--- src/rtl/smd_pkg.sv ---
// Shared definitions for the Mega Drive pad emulator: button bit positions,
// phase encodings, idle pin pattern and the pin output multiplexer.
package smd_pkg;

  localparam int BTN_W = 12;
  localparam int PIN_W = 6;
  localparam int PH_W  = 2;

  // Bit positions inside one port's active-low button word
  localparam int BTN_UP = 0;
  localparam int BTN_DW = 1;
  localparam int BTN_LF = 2;
  localparam int BTN_RG = 3;
  localparam int BTN_A  = 4;
  localparam int BTN_B  = 5;
  localparam int BTN_C  = 6;
  localparam int BTN_ST = 7;
  localparam int BTN_X  = 8;
  localparam int BTN_Y  = 9;
  localparam int BTN_Z  = 10;
  localparam int BTN_MD = 11;

  // TH-rise count since the last timeout
  localparam logic [PH_W-1:0] PH_0 = 2'd0;
  localparam logic [PH_W-1:0] PH_1 = 2'd1;
  localparam logic [PH_W-1:0] PH_2 = 2'd2;
  localparam logic [PH_W-1:0] PH_3 = 2'd3;

  typedef logic [PIN_W-1:0] pins_t;

  // All data pins released (pulled high)
  localparam pins_t PIN_IDLE = 6'b111111;

  // Pin pattern {pin1,pin2,pin3,pin4,pin6,pin9} for a given phase and TH level.
  // Phase 2 with TH low is the all-low ID that marks a 6-button pad; phase 3
  // exposes the extra buttons while TH is high.
  function automatic pins_t pad_mux(input logic [PH_W-1:0] ph,
                                    input logic th_s,
                                    input logic [BTN_W-1:0] b);
    pins_t pins;
    pins = {b[BTN_UP], b[BTN_DW], b[BTN_LF], b[BTN_RG], b[BTN_B], b[BTN_C]};
    case (ph)
      PH_3: begin
        if (th_s) pins = {b[BTN_Z], b[BTN_Y], b[BTN_X], b[BTN_MD], 2'b11};
        else      pins = {4'b1111, b[BTN_A], b[BTN_ST]};
      end
      PH_2: begin
        if (!th_s) pins = {4'b0000, b[BTN_A], b[BTN_ST]};
      end
      default: begin
        if (!th_s) pins = {b[BTN_UP], b[BTN_DW], 2'b00, b[BTN_A], b[BTN_ST]};
      end
    endcase
    return pins;
  endfunction

endpackage

--- src/rtl/smd_pad_channel.sv ---
// One console port: TH synchronizer, idle timer, TH-rise phase counter,
// 3/6-button mode latch and the registered pin driver.
module smd_pad_channel
  import smd_pkg::*;
#(
  parameter int TIMEOUT     = 16000,
  parameter int CNT_W       = 14,
  parameter int SYNC_STAGES = 2
) (
  input  logic             clk,
  input  logic             rst,
  input  logic             th,
  input  logic [BTN_W-1:0] btn,
  input  logic             force_three,
  output logic [PIN_W-1:0] p,
  output logic [PH_W-1:0]  phase,
  output logic             three_mode
);

  localparam logic [CNT_W-1:0] TIMER_LOAD = CNT_W'(TIMEOUT);

  logic [SYNC_STAGES-1:0] sync_q;
  logic [CNT_W-1:0]       timer;
  logic                   th_s;
  logic                   rise;
  pins_t                  pin_next;

  assign th_s = sync_q[SYNC_STAGES-1];
  assign rise = sync_q[SYNC_STAGES-2] & ~th_s;

  // Synchronizer preset high so a TH already high at reset release is no rise
  always_ff @(posedge clk) begin
    if (rst) sync_q <= '1;
    else     sync_q <= {sync_q[SYNC_STAGES-2:0], th};
  end

  // Mode is re-evaluated on every reset cycle and frozen afterwards
  always_ff @(posedge clk) begin
    if (rst) three_mode <= force_three | ~btn[BTN_MD];
  end

  // Phase counter with idle timeout; the timeout wins over a coincident rise
  always_ff @(posedge clk) begin
    if (rst || three_mode) begin
      phase <= PH_0;
      timer <= TIMER_LOAD;
    end else if (timer == '0) begin
      phase <= PH_0;
      timer <= TIMER_LOAD;
    end else if (rise) begin
      phase <= phase + 2'd1;
      timer <= TIMER_LOAD;
    end else begin
      timer <= timer - 1'b1;
    end
  end

  // Pin pattern selected from the current phase and synchronized TH
  always_comb begin
    pin_next = pad_mux(phase, th_s, btn);
  end

  // Registered pin drive, idle-high during reset
  always_ff @(posedge clk) begin
    if (rst) p <= PIN_IDLE;
    else     p <= pin_next;
  end

endmodule

--- src/rtl/smd_multipad_out.sv ---
// Multi-port Mega Drive pad emulator: one independent channel per console
// port, with the flat buses sliced per port.
module smd_multipad_out
  import smd_pkg::*;
#(
  parameter int NPORTS      = 2,
  parameter int TIMEOUT     = 16000,
  parameter int CNT_W       = 14,
  parameter int SYNC_STAGES = 2
) (
  input  logic                    clk,
  input  logic                    rst,
  input  logic [NPORTS-1:0]       th,
  input  logic [NPORTS*BTN_W-1:0] btn,
  input  logic [NPORTS-1:0]       force_three,
  output logic [NPORTS*PIN_W-1:0] p,
  output logic [NPORTS*PH_W-1:0]  phase,
  output logic [NPORTS-1:0]       three_mode
);

  // One channel per port; ports share only clock and reset
  for (genvar k = 0; k < NPORTS; k++) begin : g_port
    smd_pad_channel #(
      .TIMEOUT    (TIMEOUT),
      .CNT_W      (CNT_W),
      .SYNC_STAGES(SYNC_STAGES)
    ) u_chan (
      .clk        (clk),
      .rst        (rst),
      .th         (th[k]),
      .btn        (btn[k*BTN_W +: BTN_W]),
      .force_three(force_three[k]),
      .p          (p[k*PIN_W +: PIN_W]),
      .phase      (phase[k*PH_W +: PH_W]),
      .three_mode (three_mode[k])
    );
  end

endmodule
--- config.mk ---
export PLATFORM = sky130hd
export DESIGN_NAME = smd_multipad_out
export DESIGN_NICKNAME = d
export VERILOG_FILES = /design/src/rtl/smd_pkg.sv /design/src/rtl/smd_pad_channel.sv /design/src/rtl/smd_multipad_out.sv
export SDC_FILE = /design/constraint.sdc
export NUM_CORES = 1
export LEC_CHECK = 0
export CAP_MARGIN = 20
export CORE_UTILIZATION = 50
export DETAILED_ROUTE_END_ITERATION = 10
export PLACE_DENSITY = 0.8
export RECOVER_POWER = 50
export SLEW_MARGIN = 20
export SYNTH_ARGS = -nofsm -noshare
export SYNTH_HDL_FRONTEND = slang
export SYNTH_SLANG_ARGS = --single-unit
--- constraint.sdc ---
create_clock -name clk -period 4.7 [get_ports clk]
set_input_delay 0.47 -clock clk [delete_from_list [all_inputs] [get_ports clk]]
set_output_delay 0.47 -clock clk [all_outputs]
set_load 0.02 [all_outputs]
Yosys cells after proc, flatten, opt, wreduce, memory -nomap -nowiden
Index checks and enable logic that the tools add are counted.
{ "totals": {"wordCells": 42, "output_inout_bits": 18, "input_bits": 30, "reg_bits": 50} }
{ "op_classes": {"eq_ne": 4, "n_reduce_logical": 8, "add_sub_neg": 4, "mux": 8, "bitwise_logic": 8} }
{ "op_table": {"columns": ["op", "n"], "rows": [
  ["zero test 14 bit", 2],
  ["subtractor 14 x 1 -> 14 bit (second input constant)", 2],
  ["two-way mux 6 bit", 4],
  ["case mux 6 bit (2 select lines)", 2],
  ["== test 2 bit (second input constant)", 4],
  ["two-way mux 4 bit", 2],
  ["OR reduction 3 bit", 2],
  ["adder 2 x 1 -> 2 bit (second input constant)", 2],
  ["inverter 1 bit", 4],
  ["OR reduction 2 bit", 2],
  ["bitwise AND 1 bit", 2],
  ["logical OR 1 bit", 2],
  ["bitwise OR 1 bit", 2]
]} }

Longest topological paths before layout
Gate-level depths: netlist (run 1).
{ "depth": {"depth_word": 3, "ltp_mapped": 6, "ltp_nobuf": 6} }

Hierarchy
From an unflattened synthesis (run 1), not the netlist that was laid out.
{ "unflattened": {"hier_cells": 232, "area_unflattened_um2": 2157.1} }
{ "by_module_without_submodules": {"columns": ["module", "seq_area_each_um2", "cells_each", "area_per_inst_um2", "n_inst"], "rows": [
  ["smd_pad_channel", 510.5, 116, 1078.5, 2]
]} }

Worst setup path after synthesis (run 1)
No wires, ideal clock.
{ "synth_timing": {"path_kind": "register to register", "from": "register g_port[1].u_chan.timer[0]", "to": "register g_port[1].u_chan.timer[2]", "setup_time_ps": 133, "period_less_slack_ps": 1682, "path_stages_with_launch": 7, "path_buffers": 0, "setup_slack_ps": 3018, "arrival_time_ps": 1549, "required_time_ps": 4567, "path_cell_list": "dfxtp_1 -> inv_1 -> ha_1 -> nor3b_2 -> nand4b_1 -> o31ai_2 -> nor2_1"} }
{ "synth_between": {"elab_chain_len": 2, "word_cells_on_any_way": 3, "cone_classes": "add/sub (1); reduce/logical (2)"} }
{ "synth_rtl": {"columns": ["item", "line_no", "source"], "rows": [
  ["start: declaration", "smd_pad_channel.sv:23", "logic [CNT_W-1:0] timer;"],
  ["start signal: assignment", "smd_pad_channel.sv:54", "timer <= timer - 1'b1;"],
  ["branches (longest 2 deep; another with subtractor 14 x 1 -> 14 bit)", null, null]
]} }
Several ways; the timed one is not identified.
A chain may end at the register's enable or synchronous reset.

Worst setup path after layout (run 1)
{ "layout_timing": {"from": "register g_port[1].u_chan.timer[0]", "to": "register g_port[1].u_chan.timer[8]"} }
The elaborated chain is that of the path after synthesis.

==> run metrics, run 1 <==
Max Root-Sink Buffers=2; CTS tree=built; CTS Buf Count=5; final WL=between 3000 and 4000 um; vias in the first global route=1536; gr ovfl total=0; # rows=23; WS Path Type=reg -> reg; Synth Cell Area=2141 um^2; Gates resized, CTS repair=0; via count=1674; Sink Count=50; DP Area=around 2700 um^2; total global-route track usage=19.54%; ANT cells=0; clk_lat worst skew=0.31 ns; number of synthesized register bits=50; worst vdd ir=0.0002452 V; antenna violations before repair=0; CTS clk-pin slew, worst paths=0.09 ns; min-delay worst type=reg -> reg; total setup buffers inserted after CTS=0; # setup viols final=0; CORE AREA=4058 um^2; Initial Util=between 50 and 60%; Chip Height=67.44 um; largest area contributor in the netlist=dfxtp_1; die area=4547 um^2; required time of the critical path=4.88 ns; Setup TNS Final=0 ns; crit path buf inv count=1; Crit. End Element=register; status=finished, final reports clean; routability cong.=0.7602; ys async rst share=0%; placed cell count=315; crit path max-delay cell type=o31ai_2; largest net degree at the start of global routing=22; Yosys top cell area share=about 45%; Startpoint Class=register; nets@finish=308; post-route minimum period=slightly above 2 ns; Via-to-Cell Ratio=5.183; Die W=around 67 um; ordered list of cells on the worst path=inv_1 -> ha_1 -> nor3b_2 -> nand4b_1 -> o31ai_2 -> nor2_1; Design Area, Final=2764 um^2; Gate Count Post-Synth=~220; Core Util, Final=between 60% and 70%; synth top area cells=dfxtp_1 45%, nand2b_1 6.1%, xor2_1 4.9%, nor2_1 4.7%, xnor2_1 4.1%; post-DR wirelength/cell=12.25 um; Root Driver=clkbuf_8; pwr dens=336.1 nW/um^2; relative slew slack=56.96%; sequential element share of the synthesized area=47.69%; Slowest Stage Delay on Critical Path=0.54 ns; hold_buf cts=0; CP top delay family=simple AND/OR/NAND/NOR gates; most numerous cell in the Yosys netlist=dfxtp_1; Worst Skew=0.01294 ns; CP arrival=2.25 ns; area growth from synthesis to layout=29.11%; post-DP HPWL=about 2900 um; layout cells sized above 1=8.059%; Avg Inst Size Synth=9.643 um^2; antenna viol nets, final=0; maxcap violations=0; H-tree depth=2; first drt pass iteration count=4; DRC Markers=0; Leak=1.009 nW; Buffers on Ports=47; Post-synth top cells=48 x dfxtp_1, 27 x nor2_1, 21 x nand2b_1; RSZ-0062 raised after global routing=no; Final Hold Viols=0; max-slew violation count=0; syn nets=258; crit-path max FO=7; Max Freq=between 400 and 500 MHz; initial DRC count=129; Tcrit/Tclk final=44.22%; Post-synth top flop=dfxtp_1; Slew @ Worst Pin=0.6435 ns; Ys Warns=0; Ports=48; EDFF count, synth=2; first-pass GRT wire length=6575 um; Distinct cells, synth=41; post-route non-filler standard cell count=323
[path summary, 6_finish.rpt]
path                                                  from                          to  slack, ns  cells past startpoint
worst max register to register   g_port[1].u_chan.timer[0]   g_port[1].u_chan.timer[8]       2.62                      6
worst min-delay path            g_port[0].u_chan.sync_q[0]  g_port[0].u_chan.sync_q[1]       0.44                      1
worst max-delay path             g_port[1].u_chan.timer[0]   g_port[1].u_chan.timer[8]       2.62                      6
worst min register to register  g_port[0].u_chan.sync_q[0]  g_port[0].u_chan.sync_q[1]       0.44                      1
[layout make-up]
type | count | area, um^2
fillers | 331 | 1294
clock buffers | 5 | 68.82
multi-input cells | 162 | 1075
repair buffers | 47 | 470.5
inverters | 6 | 22.52
clock inverters | 3 | 43.79
well taps | 50 | 62.56
flip-flops and latches | 50 | 1021
[layout by cell type, fill, tap and decap left out, types with 3 or more instances in the layout]
cell type,count
dfxtp_1,48
clkdlybuf4s50_1,30
nor2_1,27
nand2b_1,21
nand2_1,18
dlygate4sd3_1,17
xor2_1,12
a21oi_1,11
xnor2_1,10
inv_1,6
ha_1,6
clkbuf_8,5
or2_2,4
o21bai_1,4
a221o_1,4
o22ai_1,4
nor3_1,3
nand3_1,3
[sequential cells by signal, summed over array words and instances (netlist names)]
| register | count |
|---|---|
| g_port.u_chan.p | 12 |
| g_port.u_chan.sync_q | 4 |
| g_port.u_chan.timer | 28 |
| g_port.u_chan.phase | 4 |
| g_port.u_chan.three_mode | 2 |
[cells by family (layout without fill, tap and decap cells)]
kind of cell,Yosys count,count (layout),share of synthesized area [%]
and+or+nand+nor,99,99,25.54
DFF,50,50,47.69
AOI/OAI and AO/OA,35,35,12.16
xor gates and xnor gates,22,22,9.000
buffers and inverters,10,61,2.104
adders and majority gates,6,6,3.507
[routing by layer]
metal	GRT usage, %	share of wire (%)
met4	9.574	2.0
met2	30.38	43
met1	25.00	48
met5	0	0
met3	5.068	7.0
[metrics by stage]
step                total power (W)  setup slack (ns)  hold WS (ns)
finish                    0.0009289             2.622        0.4400
global route              0.0009757             2.394        0.4500
CTS                       0.0009428             2.600        0.4395
detailed placement        0.0006382             2.344        0.4152
global placement          0.0006354             2.374        0.4088
floorplan                 0.0005797             3.018        0.4057
[where the power goes]
part	total [W]	switching, W	internal (W)
registers	0.000471	0.0000204	0.000451
logic	0.000153	0.0000730	0.0000798
clock network	0.000305	0.000145	0.000160
Power figures use the tool's default switching activity.
==> run 2, diff against run 1 <==
--- a/config.mk
+++ b/config.mk
@@ -6,9 +6,9 @@
 export NUM_CORES = 1
 export LEC_CHECK = 0
 export CAP_MARGIN = 20
-export CORE_UTILIZATION = 50
+export CORE_UTILIZATION = 45
 export DETAILED_ROUTE_END_ITERATION = 10
-export PLACE_DENSITY = 0.8
+export PLACE_DENSITY = 0.76
 export RECOVER_POWER = 50
 export SLEW_MARGIN = 20
 export SYNTH_ARGS = -nofsm -noshare
==> constraint.sdc (replaced) <==
create_clock -name clk -period 1.7 [get_ports clk]
set_input_delay 0.17 -clock clk [delete_from_list [all_inputs] [get_ports clk]]
set_output_delay 0.17 -clock clk [all_outputs]
set_load 0.02 [all_outputs]
==> run metrics, run 2 (same netlist as run 1, synthesis figures left out) <==
worst vdd ir=0.0003471 V (+42%); placed cell count=330 (+4.8%); commonest non-fill, non-tap cell in the layout=dfxtp_1; required time of the critical path=1.89 ns (-2.99 ns); final WL=4307 um (+8.9%); Sink Count=50 (unchanged); WS Path Type=reg -> reg; CP arrival=1.86 ns (-0.39 ns); Slowest Stage Delay on Critical Path=0.54 ns (about the same); antenna viol nets, final=0 (unchanged); Setup TNS Final=0 ns (unchanged); Initial Util=47.85% (-4.9 points); nets@finish=325 (+5.5%); post-DR wirelength/cell=12.59 um (+2.8%); multi-input logic area=1099 um^2 (+2.2%); worst hold slack=0.4343 ns (-0.005670 ns); max-slew violation count=0 (unchanged); crit path buf inv count=0 (-1); CP top delay family=simple AND/OR/NAND/NOR gates; maxcap violations=0 (unchanged); Chip Height=70.98 um (+5.2%); hold_buf cts=0 (unchanged); violated checks=DRC; # rows=24 (+4.3%); pwr dens=898.9 nW/um^2 (+170%); vias in the first global route=1699 (+11%); DRC Markers=11 (+11); FF-to-FF setup slack=0.03 ns (-2.60 ns); Via-to-Cell Ratio=5.050 (-2.6%); post-route non-filler standard cell count=342 (+5.9%); Leak=1.081 nW (+7.1%); status=finished with violations; Top Registers=g_port.u_chan.timer (28), g_port.u_chan.p (12); CORE AREA=4474 um^2 (+10%); ordered list of cells on the worst path=or4_4 -> or3_4 -> o21ai_4 -> nor2_1; Buffers on Ports=47 (unchanged); Max Root-Sink Buffers=2 (unchanged); routability cong.=0.8062 (+6.1%); CTS tree=built; H-tree depth=2 (unchanged); crit path max-delay cell type=or4_4; Fillers=360 (+8.8%); Crit. End Element=register; post-route minimum period=1.674 ns (-0.4041 ns); Core Util, Final=65.07% (-3.0 points); Tcrit/Tclk final=98.48% (+54 points); Worst Skew=0.007227 ns (-0.005715 ns); most frequent cells in the layout=44 x dfxtp_1, 33 x clkdlybuf4s50_1, 27 x nor2_1, 21 x nand2b_1, 18 x nand2_1; Sequential Area=1026 um^2 (+0.49%); via count=1727 (+3.2%); first drt pass iteration count=7 (+3); Slew @ Worst Pin=0.3832 ns (-0.2603 ns); die area=5037 um^2 (+11%); Startpoint Class=register; largest net degree at the start of global routing=16 (-27%); min-delay worst type=in -> reg; antenna violations before repair=0 (unchanged); relative slew slack=74.45% (+17 points); clk_lat worst skew=0.30 ns (about the same); ANT cells=0 (unchanged); Root Driver=clkbuf_8; gr ovfl total=0 (unchanged); first-pass GRT wire length=7493 um (+14%); # setup viols final=0 (unchanged); largest register by flop count=g_port.u_chan.timer; RSZ-0062 raised after global routing=yes; max reg flops=28 (unchanged); Ports=48 (unchanged); layout cells sized above 1=15.52% (+7.5 points); CTS clk-pin slew, worst paths=0.09 ns (about the same); area growth from synthesis to layout=36.00%; total global-route track usage=18.74% (-0.80 points); Final Hold Viols=0 (unchanged); crit-path max FO=8 (+1); power consumption=0.002617 W (+180%); post-DP HPWL=2979 um (+4.1%); initial DRC count=90 (-30%); Max Freq=597.3 MHz (+24%); CTS Buf Count=5 (unchanged); Die W=70.98 um (+5.2%)
[run 2: changes by cell type in the layout (fill, tap and decap cells not counted), sizes merged]
cell	change
clkdlybuf4s50	+3
dlygate4sd3	-3
clkbuf	+2
clkinv	+1
buf	+15
inv	-1
[run 2: repair_timing]
item                                    4_1_cts  5_1_grt
endpoints found under the setup margin        1       15
setup buffers                                 0        4
pin swaps                                     0        3
gates resized for setup                       1        9
[run 2: worst register-to-register path: stages, from the launching register on]
cell and delay, ns:
dfxtp_2 0.34, or4_4 0.54, or3_4 0.37, o21ai_4 0.24, nor2_1 0.08
[run 2: report_power, final]
part | internal [W] | switching [W] | total (W)
Clock | 0.000433 | 0.000379 | 0.000812
Sequential | 0.00125 | 0.0000574 | 0.00130
Combinational | 0.000276 | 0.000225 | 0.000501
[run 2: final timing paths]
kind / cells past startpoint / startpoint / to
worst max-delay path: 4 / g_port[0].u_chan.timer[11] / g_port[0].u_chan.timer[4]
worst max register to register: 4 / g_port[0].u_chan.timer[11] / g_port[0].u_chan.timer[4]
worst min-delay path: 2 / th[1] / g_port[1].u_chan.sync_q[0]
worst min register to register: 1 / g_port[0].u_chan.sync_q[0] / g_port[0].u_chan.sync_q[1]
[run 2: area by class of cell]
type	instances	area share, %
multi-input combinational	162	37.73
sequential	50	35.24
timing repair buffer	64	20.28
clock buffer	5	2.364
tap	52	2.235
clock inverter	3	1.375
inverter	6	0.7735
[run 2: metal layers]
metal  global-route usage [%]  wire length, um  share of wire [%]
met5                        0                0                  0
met3                    3.704              296                6.9
met1                    24.16             2030                 47
met4                    9.556               81                1.9
met2                    29.91             1899                 44
[run 2: through the flow]
step / setup slack (ns) / cell area, um^2
floorplan: 0.01770 / 2141
global placement: 0.08229 / 2751
detailed placement: 0.03079 / 2751
CTS: 0.006633 / 2861
global route: -0.02601 / 2912
finish: 0.02578 / 2912
